--- src/rtl/acq_defs.sv ---
// Shared definitions for the acquisition peak sorter: peak-slot record,
// slot count, FSM state encoding and the exponent-alignment shift.
package acq_defs;

   localparam int PEAK_NUM = 3;

   typedef struct packed {
      logic [7:0] amp;
      logic [9:0] pos;
      logic [2:0] freq;
      logic [5:0] stride;
   } peak_slot_t;

   typedef enum logic [1:0] {
      ST_IDLE    = 2'd0,
      ST_COLLECT = 2'd1,
      ST_FINAL   = 2'd2,
      ST_DONE    = 2'd3
   } acq_state_t;

   // Right shift with round-half-up; shifts of 8 or more flush to zero.
   function automatic logic [7:0] round_shift(input logic [7:0] amp, input logic [3:0] d);
      logic [8:0] sum;
      logic [2:0] idx;
      sum = {1'b0, amp};
      idx = 3'd0;
      if (d >= 4'd8) begin
         sum = 9'd0;
      end else if (d != 4'd0) begin
         idx = 3'(d - 4'd1);
         sum = {1'b0, amp >> d} + {8'd0, amp[idx]};
      end
      return sum[8] ? 8'hFF : sum[7:0];
   endfunction

endpackage

--- src/rtl/acq_peak_insert.sv ---
// Combinational exponent alignment and sorted insert of one candidate into
// the peak slots. Neighbour exclusion is enabled by ACQ_PEAK_NEIGHBOR_EXCLUDE_EN.
module acq_peak_insert
   import acq_defs::*;
(
   input  logic       valid_i,
   input  peak_slot_t slots_i [PEAK_NUM],
   input  logic [3:0] exp_i,
   input  logic [7:0] amp_i,
   input  logic [3:0] cand_exp_i,
   input  logic [9:0] pos_i,
   input  logic [2:0] freq_i,
   input  logic [5:0] stride_i,
   output peak_slot_t slots_o [PEAK_NUM],
   output logic [3:0] exp_o
);

   peak_slot_t          aligned [PEAK_NUM];
   peak_slot_t          base    [PEAK_NUM];
   peak_slot_t          cand;
   logic [PEAK_NUM-1:0] gt;
   logic                ins;

   always_comb begin
      exp_o = exp_i;
      cand  = '{amp: amp_i, pos: pos_i, freq: freq_i, stride: stride_i};
      for (int i = 0; i < PEAK_NUM; i++) begin
         aligned[i] = slots_i[i];
      end
      if (valid_i) begin
         if (cand_exp_i > exp_i) begin
            exp_o = cand_exp_i;
            for (int i = 0; i < PEAK_NUM; i++) begin
               aligned[i].amp = round_shift(slots_i[i].amp, cand_exp_i - exp_i);
            end
         end else if (cand_exp_i < exp_i) begin
            cand.amp = round_shift(amp_i, exp_i - cand_exp_i);
         end
      end
   end

`ifdef ACQ_PEAK_NEIGHBOR_EXCLUDE_EN
   logic [PEAK_NUM-1:0] match;
   logic [PEAK_NUM-1:0] first_hit;
   logic [PEAK_NUM-1:0] vacated;
   logic [PEAK_NUM-1:0] gt_al;
   logic                win;

   // A neighbour may only replace its own slot; removing it lets the
   // ordinary insert below perform the re-sort.
   for (genvar gi = 0; gi < PEAK_NUM; gi++) begin : g_nbr
      assign match[gi] = (aligned[gi].amp != 8'd0) &&
                         (aligned[gi].freq == cand.freq) &&
                         (aligned[gi].stride == cand.stride) &&
                         (({1'b0, aligned[gi].pos} == {1'b0, cand.pos}) ||
                          ({1'b0, aligned[gi].pos} == {1'b0, cand.pos} + 11'd1) ||
                          ({1'b0, cand.pos} == {1'b0, aligned[gi].pos} + 11'd1));
      assign gt_al[gi] = cand.amp > aligned[gi].amp;
      if (gi == 0) begin : g_first
         assign first_hit[gi] = match[gi];
         assign vacated[gi]   = first_hit[gi];
      end else begin : g_rest
         assign first_hit[gi] = match[gi] & ~(|match[gi-1:0]);
         assign vacated[gi]   = vacated[gi-1] | first_hit[gi];
      end
      if (gi < PEAK_NUM - 1) begin : g_shift
         assign base[gi] = (win && vacated[gi]) ? aligned[gi+1] : aligned[gi];
      end else begin : g_last
         assign base[gi] = (win && vacated[gi]) ? peak_slot_t'('0) : aligned[gi];
      end
   end

   assign win = |(first_hit & gt_al);
   assign ins = valid_i && (cand.amp != 8'd0) && (!(|match) || win);
`else
   for (genvar gi = 0; gi < PEAK_NUM; gi++) begin : g_base
      assign base[gi] = aligned[gi];
   end

   assign ins = valid_i && (cand.amp != 8'd0);
`endif

   for (genvar gi = 0; gi < PEAK_NUM; gi++) begin : g_ins
      assign gt[gi] = ins && (cand.amp > base[gi].amp);
      if (gi == 0) begin : g_top
         assign slots_o[gi] = gt[gi] ? cand : base[gi];
      end else begin : g_low
         assign slots_o[gi] = gt[gi-1] ? base[gi-1] : (gt[gi] ? cand : base[gi]);
      end
   end

endmodule

--- src/rtl/acq_peak_sort.sv ---
// Acquisition peak sorter: keeps the three strongest correlator candidates
// and a success flag. Define ACQ_PEAK_NEIGHBOR_EXCLUDE_EN for neighbour exclusion.
module acq_peak_sort
   import acq_defs::*;
(
   input  logic        clk,
   input  logic        rst_b,
   input  logic        search_start,
   input  logic        search_done,
   input  logic        noncoh_out_valid,
   input  logic [7:0]  noncoh_out_amp,
   input  logic [3:0]  noncoh_out_exp,
   input  logic [9:0]  noncoh_out_pos,
   input  logic [2:0]  noncoh_out_freq,
   input  logic [5:0]  stride_idx,
   input  logic [17:0] noise_floor,
   input  logic [3:0]  cor_num_log2,
   input  logic [5:0]  thresh_ratio,
   output logic [7:0]  peak_amp    [PEAK_NUM],
   output logic [9:0]  peak_pos    [PEAK_NUM],
   output logic [2:0]  peak_freq   [PEAK_NUM],
   output logic [5:0]  peak_stride [PEAK_NUM],
   output logic [3:0]  peak_exp,
   output logic [1:0]  peak_count,
   output logic        acq_success,
   output logic        peak_ready
);

   acq_state_t  state_q;
   peak_slot_t  slots_q [PEAK_NUM];
   peak_slot_t  slots_d [PEAK_NUM];
   logic [3:0]  exp_q, exp_d;
   logic [1:0]  count_q, count_d;
   logic        success_q, success_d;
   logic        ready_q;
   logic [17:0] mean_full;
   logic [7:0]  mean;
   logic [13:0] lhs, rhs;

   acq_peak_insert u_insert (
      .valid_i    (noncoh_out_valid && (state_q == ST_COLLECT) && !search_start),
      .slots_i    (slots_q),
      .exp_i      (exp_q),
      .amp_i      (noncoh_out_amp),
      .cand_exp_i (noncoh_out_exp),
      .pos_i      (noncoh_out_pos),
      .freq_i     (noncoh_out_freq),
      .stride_i   (stride_idx),
      .slots_o    (slots_d),
      .exp_o      (exp_d)
   );

   always_comb begin
      count_d = 2'd0;
      for (int i = 0; i < PEAK_NUM; i++) begin
         if (slots_d[i].amp != 8'd0) count_d = count_d + 2'd1;
      end
   end

   // Threshold: peak*4 against saturated mean times ratio (quarter units).
   always_comb begin
      mean_full = noise_floor >> cor_num_log2;
      mean      = (|mean_full[17:8]) ? 8'hFF : mean_full[7:0];
      lhs       = {4'd0, slots_q[0].amp, 2'b00};
      rhs       = 14'(mean) * 14'(thresh_ratio);
      success_d = (count_q != 2'd0) && (lhs >= rhs);
   end

   always_ff @(posedge clk or negedge rst_b) begin
      if (!rst_b) begin
         state_q   <= ST_IDLE;
         exp_q     <= '0;
         count_q   <= '0;
         success_q <= 1'b0;
         ready_q   <= 1'b0;
         for (int i = 0; i < PEAK_NUM; i++) slots_q[i] <= '0;
      end else if (search_start) begin
         state_q   <= ST_COLLECT;
         exp_q     <= '0;
         count_q   <= '0;
         success_q <= 1'b0;
         ready_q   <= 1'b0;
         for (int i = 0; i < PEAK_NUM; i++) slots_q[i] <= '0;
      end else begin
         case (state_q)
            ST_COLLECT: begin
               slots_q <= slots_d;
               exp_q   <= exp_d;
               count_q <= count_d;
               if (search_done) state_q <= ST_FINAL;
            end
            ST_FINAL: begin
               success_q <= success_d;
               ready_q   <= 1'b1;
               state_q   <= ST_DONE;
            end
            default: ;
         endcase
      end
   end

   for (genvar gi = 0; gi < PEAK_NUM; gi++) begin : g_out
      assign peak_amp[gi]    = slots_q[gi].amp;
      assign peak_pos[gi]    = slots_q[gi].pos;
      assign peak_freq[gi]   = slots_q[gi].freq;
      assign peak_stride[gi] = slots_q[gi].stride;
   end

   assign peak_exp    = exp_q;
   assign peak_count  = count_q;
   assign acq_success = success_q;
   assign peak_ready  = ready_q;

endmodule

--- config.mk ---
export PLATFORM = sky130hd
export DESIGN_NAME = acq_peak_sort
export DESIGN_NICKNAME = d
export VERILOG_FILES = /design/src/rtl/acq_defs.sv /design/src/rtl/acq_peak_insert.sv /design/src/rtl/acq_peak_sort.sv
export SDC_FILE = /design/constraint.sdc
export NUM_CORES = 1
export LEC_CHECK = 0
export CORE_UTILIZATION = 55
export CTS_CLUSTER_DIAMETER = 30
export DETAILED_ROUTE_END_ITERATION = 10
export GPL_TIMING_DRIVEN = 0
export PLACE_DENSITY = 0.9
export SLEW_MARGIN = 20
export SYNTH_ARGS = -nofsm -noshare
export SYNTH_HDL_FRONTEND = slang
export SYNTH_SLANG_ARGS = --single-unit
--- constraint.sdc ---
create_clock -name clk -period 8.5 [get_ports clk]
set_clock_uncertainty 0.2 [all_clocks]
set_input_delay 1.7 -clock clk [delete_from_list [all_inputs] [get_ports clk]]
set_output_delay 1.7 -clock clk [all_outputs]
set_load 0.02 [all_outputs]
==> impl_metrics.json, run 1 <==
{
  "status": "complete, but fails checks",
  "violations": "setup timing",
  "cp_common_cell": "buf_6",
  "synth_adder_area_share": 0.138,
  "ys_top_cells_by_area": "dfrtp_1 (22%), ha_1 (8.7%), mux4_2 (6.6%)",
  "maxCapViolCount": 0,
  "synth-xor-area-share": 0.0200,
  "grt_max_degree": 77,
  "io_buffers": 149,
  "drv_slew": 0,
  "cpMaxStageDelayCell": "fa_2",
  "synth_area_per_cell_um2": 8.38,
  "fp.coreArea_um2": 18700,
  "yosysUniqueCellTypes": 82,
  "startpoint_type": "primary input",
  "min_period_over_period": 1.01,
  "row_count": 50,
  "grt_pass1_wl_um": 57000,
  "ff_latch_area_um2": 2280,
  "drc_errors": 0,
  "synthTopCellsByCount": "nand2_1 (124), a21oi_1 (104), o21ai_0 (94)",
  "grt.met1_usage": 0.450,
  "clk_path_buf_depth": 2,
  "synth_area_um2": 10500,
  "hold_violations": 0,
  "die-area_um2": 19700,
  "clk_pin_slew_ns": 0.08,
  "final_cells": 1709,
  "dpl.cell_count": 1638,
  "grt_pass1_vias": 11300,
  "drt-initial-drc-count": 1422,
  "grt.total_usage": 0.365,
  "antenna_found_initial": 0,
  "muxShareOfSynthArea": 0.132,
  "clk_latency_ns": 0.36,
  "vias": 11700,
  "cts_tree": "yes",
  "ys_seq_area_frac": 0.217,
  "dr.pass1.iters": 7,
  "start_util": 0.561,
  "critPathMaxFanout": 8,
  "diodes": 0,
  "tritoncts.num_buffers": 9,
  "critical_path_class": "primary input to register",
  "cts.sinks": 91,
  "cp.arrival_ns": 8.68,
  "synth_edf_count": 0,
  "synth-seq-cells": 91,
  "async_flop_share": 1.00,
  "power_mw": 2.60,
  "postRouteAntennaNets": 0,
  "slowest_delay_ns": 0.52,
  "cts_root_buf": "clkbuf_16",
  "htree_levels": 3,
  "required_ns": 8.55,
  "synth-simple-area-share": 0.219,
  "pre_cts_ws_ns": -2.04,
  "power_density_nw_per_um2": 189,
  "max_freq_mhz": 116,
  "area_delta_synth_final_pct": 30.9,
  "synth_ff_type": "dfrtp_1",
  "hold_path.class": "register to register",
  "grt_setup_unrepaired": "true",
  "synth_cells": 1254,
  "postLayoutCoreUtil": 0.735,
  "syn-num-nets": 1418,
  "synth_compound_area_frac": 0.218,
  "die_w_um": 140,
  "met2_usage": 0.606,
  "wirelength_um": 38900,
  "period_minus_slack_ns": 8.62,
  "worst_pin_slew_ns": 1.03,
  "io_pins": 153,
  "synth_largest_area_cell": "dfrtp_1",
  "max_slew_margin": 0.314,
  "fp.dieH_um": 140,
  "met3_usage": 0.0906,
  "gp_congestion": 1.01,
  "endpoint_kind": "register",
  "num-nets-final": 1634,
  "tns_ns": -0.236,
  "synth_warnings": 0,
  "synth_top_area_frac": 0.217,
  "grt_busiest_layer": "met2",
  "overflow": 0,
  "multi_input_area_um2": 8200,
  "finalSetupViolations": 3,
  "drive_above_1_share": 0.175,
  "yosysMostFrequentCell": "nand2_1",
  "ir_worst_vdd_mv": 0.146,
  "viasPerCell": 6.85,
  "setup_ws_ns": -0.124,
  "place_hpwl_um": 25800,
  "synth_top_family_by_area": "simple AND/OR/NAND/NOR gates",
  "fill_cells": 1311,
  "wl_per_cell_um": 22.7,
  "p_leak_nw": 5.59
}
-- timing repair --
item | CTS | global route
gates cloned | 0 | 1
endpoints found under the setup margin | 84 | 25
hold buffers | 0 | 0
setup buffers | 32 | 26
pin swaps | 14 | 27
resized for setup | 80 | 103
-- worst max-delay path: cells and delay by family --
family | cells | cell delay, ns
AND/OR/NAND/NOR | 7 | 1.32
multiplexers | 3 | 1.13
AO/OA/AOI/OAI | 9 | 1.44
buffers and inverters | 11 | 1.33
adder cells (fa/ha/maj) | 7 | 1.74
-- placed cells by master, fill, tap and decap left out, types with 26 or more instances in the layout --
cell type        netlist  layout
fa_1                  27      26
o21ai_0               94      83
nor3b_1               41      40
mux2i_1               45      42
ha_1                  73      61
nor2b_1               35      34
nand2_1              124     122
and2_1                31      30
dfrtp_1               91      91
nor2_1                80      76
mux4_2                31      31
a21oi_1              104      89
clkdlybuf4s50_1        0     146
clkbuf_1              57      41
buf_4                  4      58
inv_1                 65      64
-- report_power, final --
group          internal (mW)  switching [mW]  leakage (nW)
combinational          0.707           0.913          4.20
clock                  0.236           0.204         0.148
sequential             0.478          0.0595          1.24
-- flip-flops by register name, summed over array words and instances (netlist names) --
register,count
state_q,2
peak_pos,30
peak_ready,1
peak_exp,4
acq_success,1
peak_stride,18
peak_count,2
peak_amp,24
peak_freq,9
-- path summary, 6_finish.rpt --
path                                   start            end  slack [ns]  depth (start not counted)
max in group asynchronous              rst_b   peak_freq[4]        6.48                          2
hold reg to reg                 peak_pos[28]   peak_pos[18]        0.31                          2
hold / removal                  peak_pos[28]   peak_pos[18]        0.31                          2
min in group asynchronous              rst_b    peak_exp[1]        0.96                          1
setup / recovery           noncoh_out_exp[0]  peak_count[1]       -0.12                         37
setup reg to reg                 peak_exp[0]  peak_count[1]        0.98                         35
-- through the flow --
stage                     hold slack [ns]  area, um2
after CTS                           0.316      13200
after floorplan                     0.319      10500
after global routing                0.342      13800
after detailed placement            0.294      12300
after global placement              0.276      12300
final                               0.306      13800
-- per-layer routing --
layer,vias up,share of wire
met5,-,0
met4,0,0.056
met3,227,0.11
met2,899,0.46
met1,5577,0.37
li1,5008,-
-- cells by family (layout without fill, tap and decap cells) --
| group | Yosys count | count (layout) |
|---|---|---|
| simple gates | 438 | 438 |
| compound gates | 357 | 357 |
| buf+inv | 147 | 368 |
| fa+ha+maj | 100 | 100 |
| mux | 97 | 97 |
| flops | 91 | 91 |
| xor+xnor | 24 | 24 |
-- final cells by class --
class                   instances  share of cell area
clock inverters                 6             0.00601
clock buffers                  10              0.0167
well taps                     234              0.0213
inverters                      69              0.0199
flip-flops and latches         91               0.166
repair buffers                209               0.143
multi-input cells            1016               0.597
plain buffers                  74              0.0309
Note: power is estimated with default switching activity, not from simulation.
==> run 2: changes to the inputs <==
Settings changed: GPL_TIMING_DRIVEN 0 to 1.
==> run 2 against run 1 <==
Compared with the run above: the run now ends clean; cell area shrank 1.1%; global-route usage is 2.4 points lower; sequential cell count is the same; worst hold slack better by 0.0018 ns; sequential power is essentially flat; clock-buffer cell count decreased by 1; sequential share of layout area is 0.19 points higher; register-to-register slack improved by 0.39 ns; first-iteration DRC count fell by 40%; routed wire length fell by 14%; non-clock buffer count up 17; critical endpoint is now peak_count[0]; highest routed layer is now met5.
==> impl_metrics.json, run 2 (same netlist as run 1, synthesis figures left out) <==
{
  "clk_latency_ns": 0.36,
  "diodes": 0,
  "p_leak_nw": 5.76,
  "slowest_delay_ns": 0.58,
  "drive_above_1_share": 0.183,
  "grt_max_degree": 97,
  "viasPerCell": 6.41,
  "cpMaxStageDelayCell": "fa_2",
  "io_buffers": 152,
  "ir_worst_vdd_mv": 0.136,
  "row_count": 50,
  "startpoint_type": "primary input",
  "hold_violations": 0,
  "postRouteAntennaNets": 0,
  "r2r_cells": 28,
  "io_pins": 153,
  "clk_pin_slew_ns": 0.08,
  "grt.total_usage": 0.341,
  "start_util": 0.561,
  "vias": 11100,
  "clk_path_buf_depth": 2,
  "critPathMaxFanout": 7,
  "gp_congestion": 1.01,
  "drv_slew": 0,
  "finalSetupViolations": 0,
  "dpl_cell_area_um2": 13100,
  "cts_tree": "yes",
  "cp.arrival_ns": 8.27,
  "grt_pass1_wl_um": 54000,
  "whs_path_depth": 2,
  "fill_cells": 1343,
  "multi_input_area_um2": 7830,
  "tritoncts.num_buffers": 9,
  "endpoint_kind": "register",
  "setup_ws_ns": 0.301,
  "status": "finished, final reports clean",
  "maxCapViolCount": 0,
  "wl_per_cell_um": 19.4,
  "min_period_over_period": 0.965,
  "area_delta_synth_final_pct": 29.5,
  "ff_latch_area_um2": 2280,
  "die_w_um": 140,
  "worst_pin_slew_ns": 0.976,
  "power_mw": 2.48,
  "grt_pass1_vias": 10800,
  "place_hpwl_um": 24900,
  "layout_common_cells": "buf_4 (148), clkdlybuf4s50_1 (147), nand2_1 (124)",
  "required_ns": 8.57,
  "hold_path.class": "register to register",
  "overflow": 0,
  "fp.coreArea_um2": 18700,
  "max_slew_margin": 0.350,
  "max_freq_mhz": 122,
  "fin_area_um2": 13600,
  "critical_path_class": "primary input to register",
  "final_common_cell": "buf_4",
  "htree_levels": 3,
  "wirelength_um": 33400,
  "dr.pass1.iters": 5,
  "drc_errors": 0,
  "drt-initial-drc-count": 857,
  "die-area_um2": 19700,
  "cts_root_buf": "clkbuf_16",
  "fp.dieH_um": 140,
  "antenna_found_initial": 1,
  "cts.sinks": 91,
  "pre_cts_ws_ns": -0.541,
  "num-nets-final": 1651,
  "hold_slack_ns": 0.308,
  "period_minus_slack_ns": 8.20,
  "largest_reg_flops": 30,
  "power_density_nw_per_um2": 182
}
[run 2: cell types whose count changed in the layout (fill, tap and decap cells not counted), sizes merged]
cell,change
clkdlybuf4s50,+1
dlymetal6s2s,+3
clkinv,+2
buf,+69
clkbuf,-57
bufinv,-1
[run 2: layout make-up]
type                            instances  area share
Multi-Input combinational cell       1016       0.576
Timing Repair Buffer                  300       0.194
Sequential cell                        91       0.167
Tap cell                              234      0.0215
Inverter                               69      0.0191
Clock buffer                            9      0.0166
Clock inverter                          7     0.00552
[run 2: layer usage]
metal | track usage | share of wire | up-vias
li1 | - | - | 5034
met1 | 0.426 | 0.40 | 5268
met2 | 0.572 | 0.47 | 623
met3 | 0.0667 | 0.092 | 140
met4 | 0.151 | 0.042 | 2
met5 | 0 | 0.00039 | -
[run 2: critical path: cells and delay by family]
kind / cells / cell delay [ns]
compound gates: 10 / 1.53
fa+ha+maj: 7 / 2.00
buf+inv: 6 / 0.71
mux: 2 / 0.78
simple gates: 7 / 1.54
[run 2: power by group]
part,total (mW),internal [mW],leakage [nW],switching (mW)
clock,0.418,0.209,0.145,0.209
combinational,1.52,0.710,4.38,0.813
sequential,0.536,0.478,1.24,0.0581
[run 2: metrics by stage]
step	setup TNS, ns	util	instances
floorplan	0	-	1254
global placement	-0.402	0.698	1697
detailed placement	-2.30	0.698	1697
CTS	0	0.717	1715
global route	-0.126	0.727	1726
finish	0	0.727	1726
[run 2: path summary, 6_finish.rpt]
kind	from	end	slack, ns
max	noncoh_out_exp[0]	peak_count[0]	0.30
min	peak_freq[3]	peak_freq[0]	0.31
max reg2reg	peak_exp[0]	peak_count[0]	1.37
min reg2reg	peak_freq[3]	peak_freq[0]	0.31
max in group asynchronous	rst_b	peak_freq[2]	5.85
min in group asynchronous	rst_b	peak_exp[3]	1.11
[run 2: timing repair]
item,4_1_cts,5_1_grt
cloned,0,0
setup buffers,2,11
endpoints found under the setup margin,2,21
hold buffers,0,0
resized for setup,9,28
pin swaps,1,9
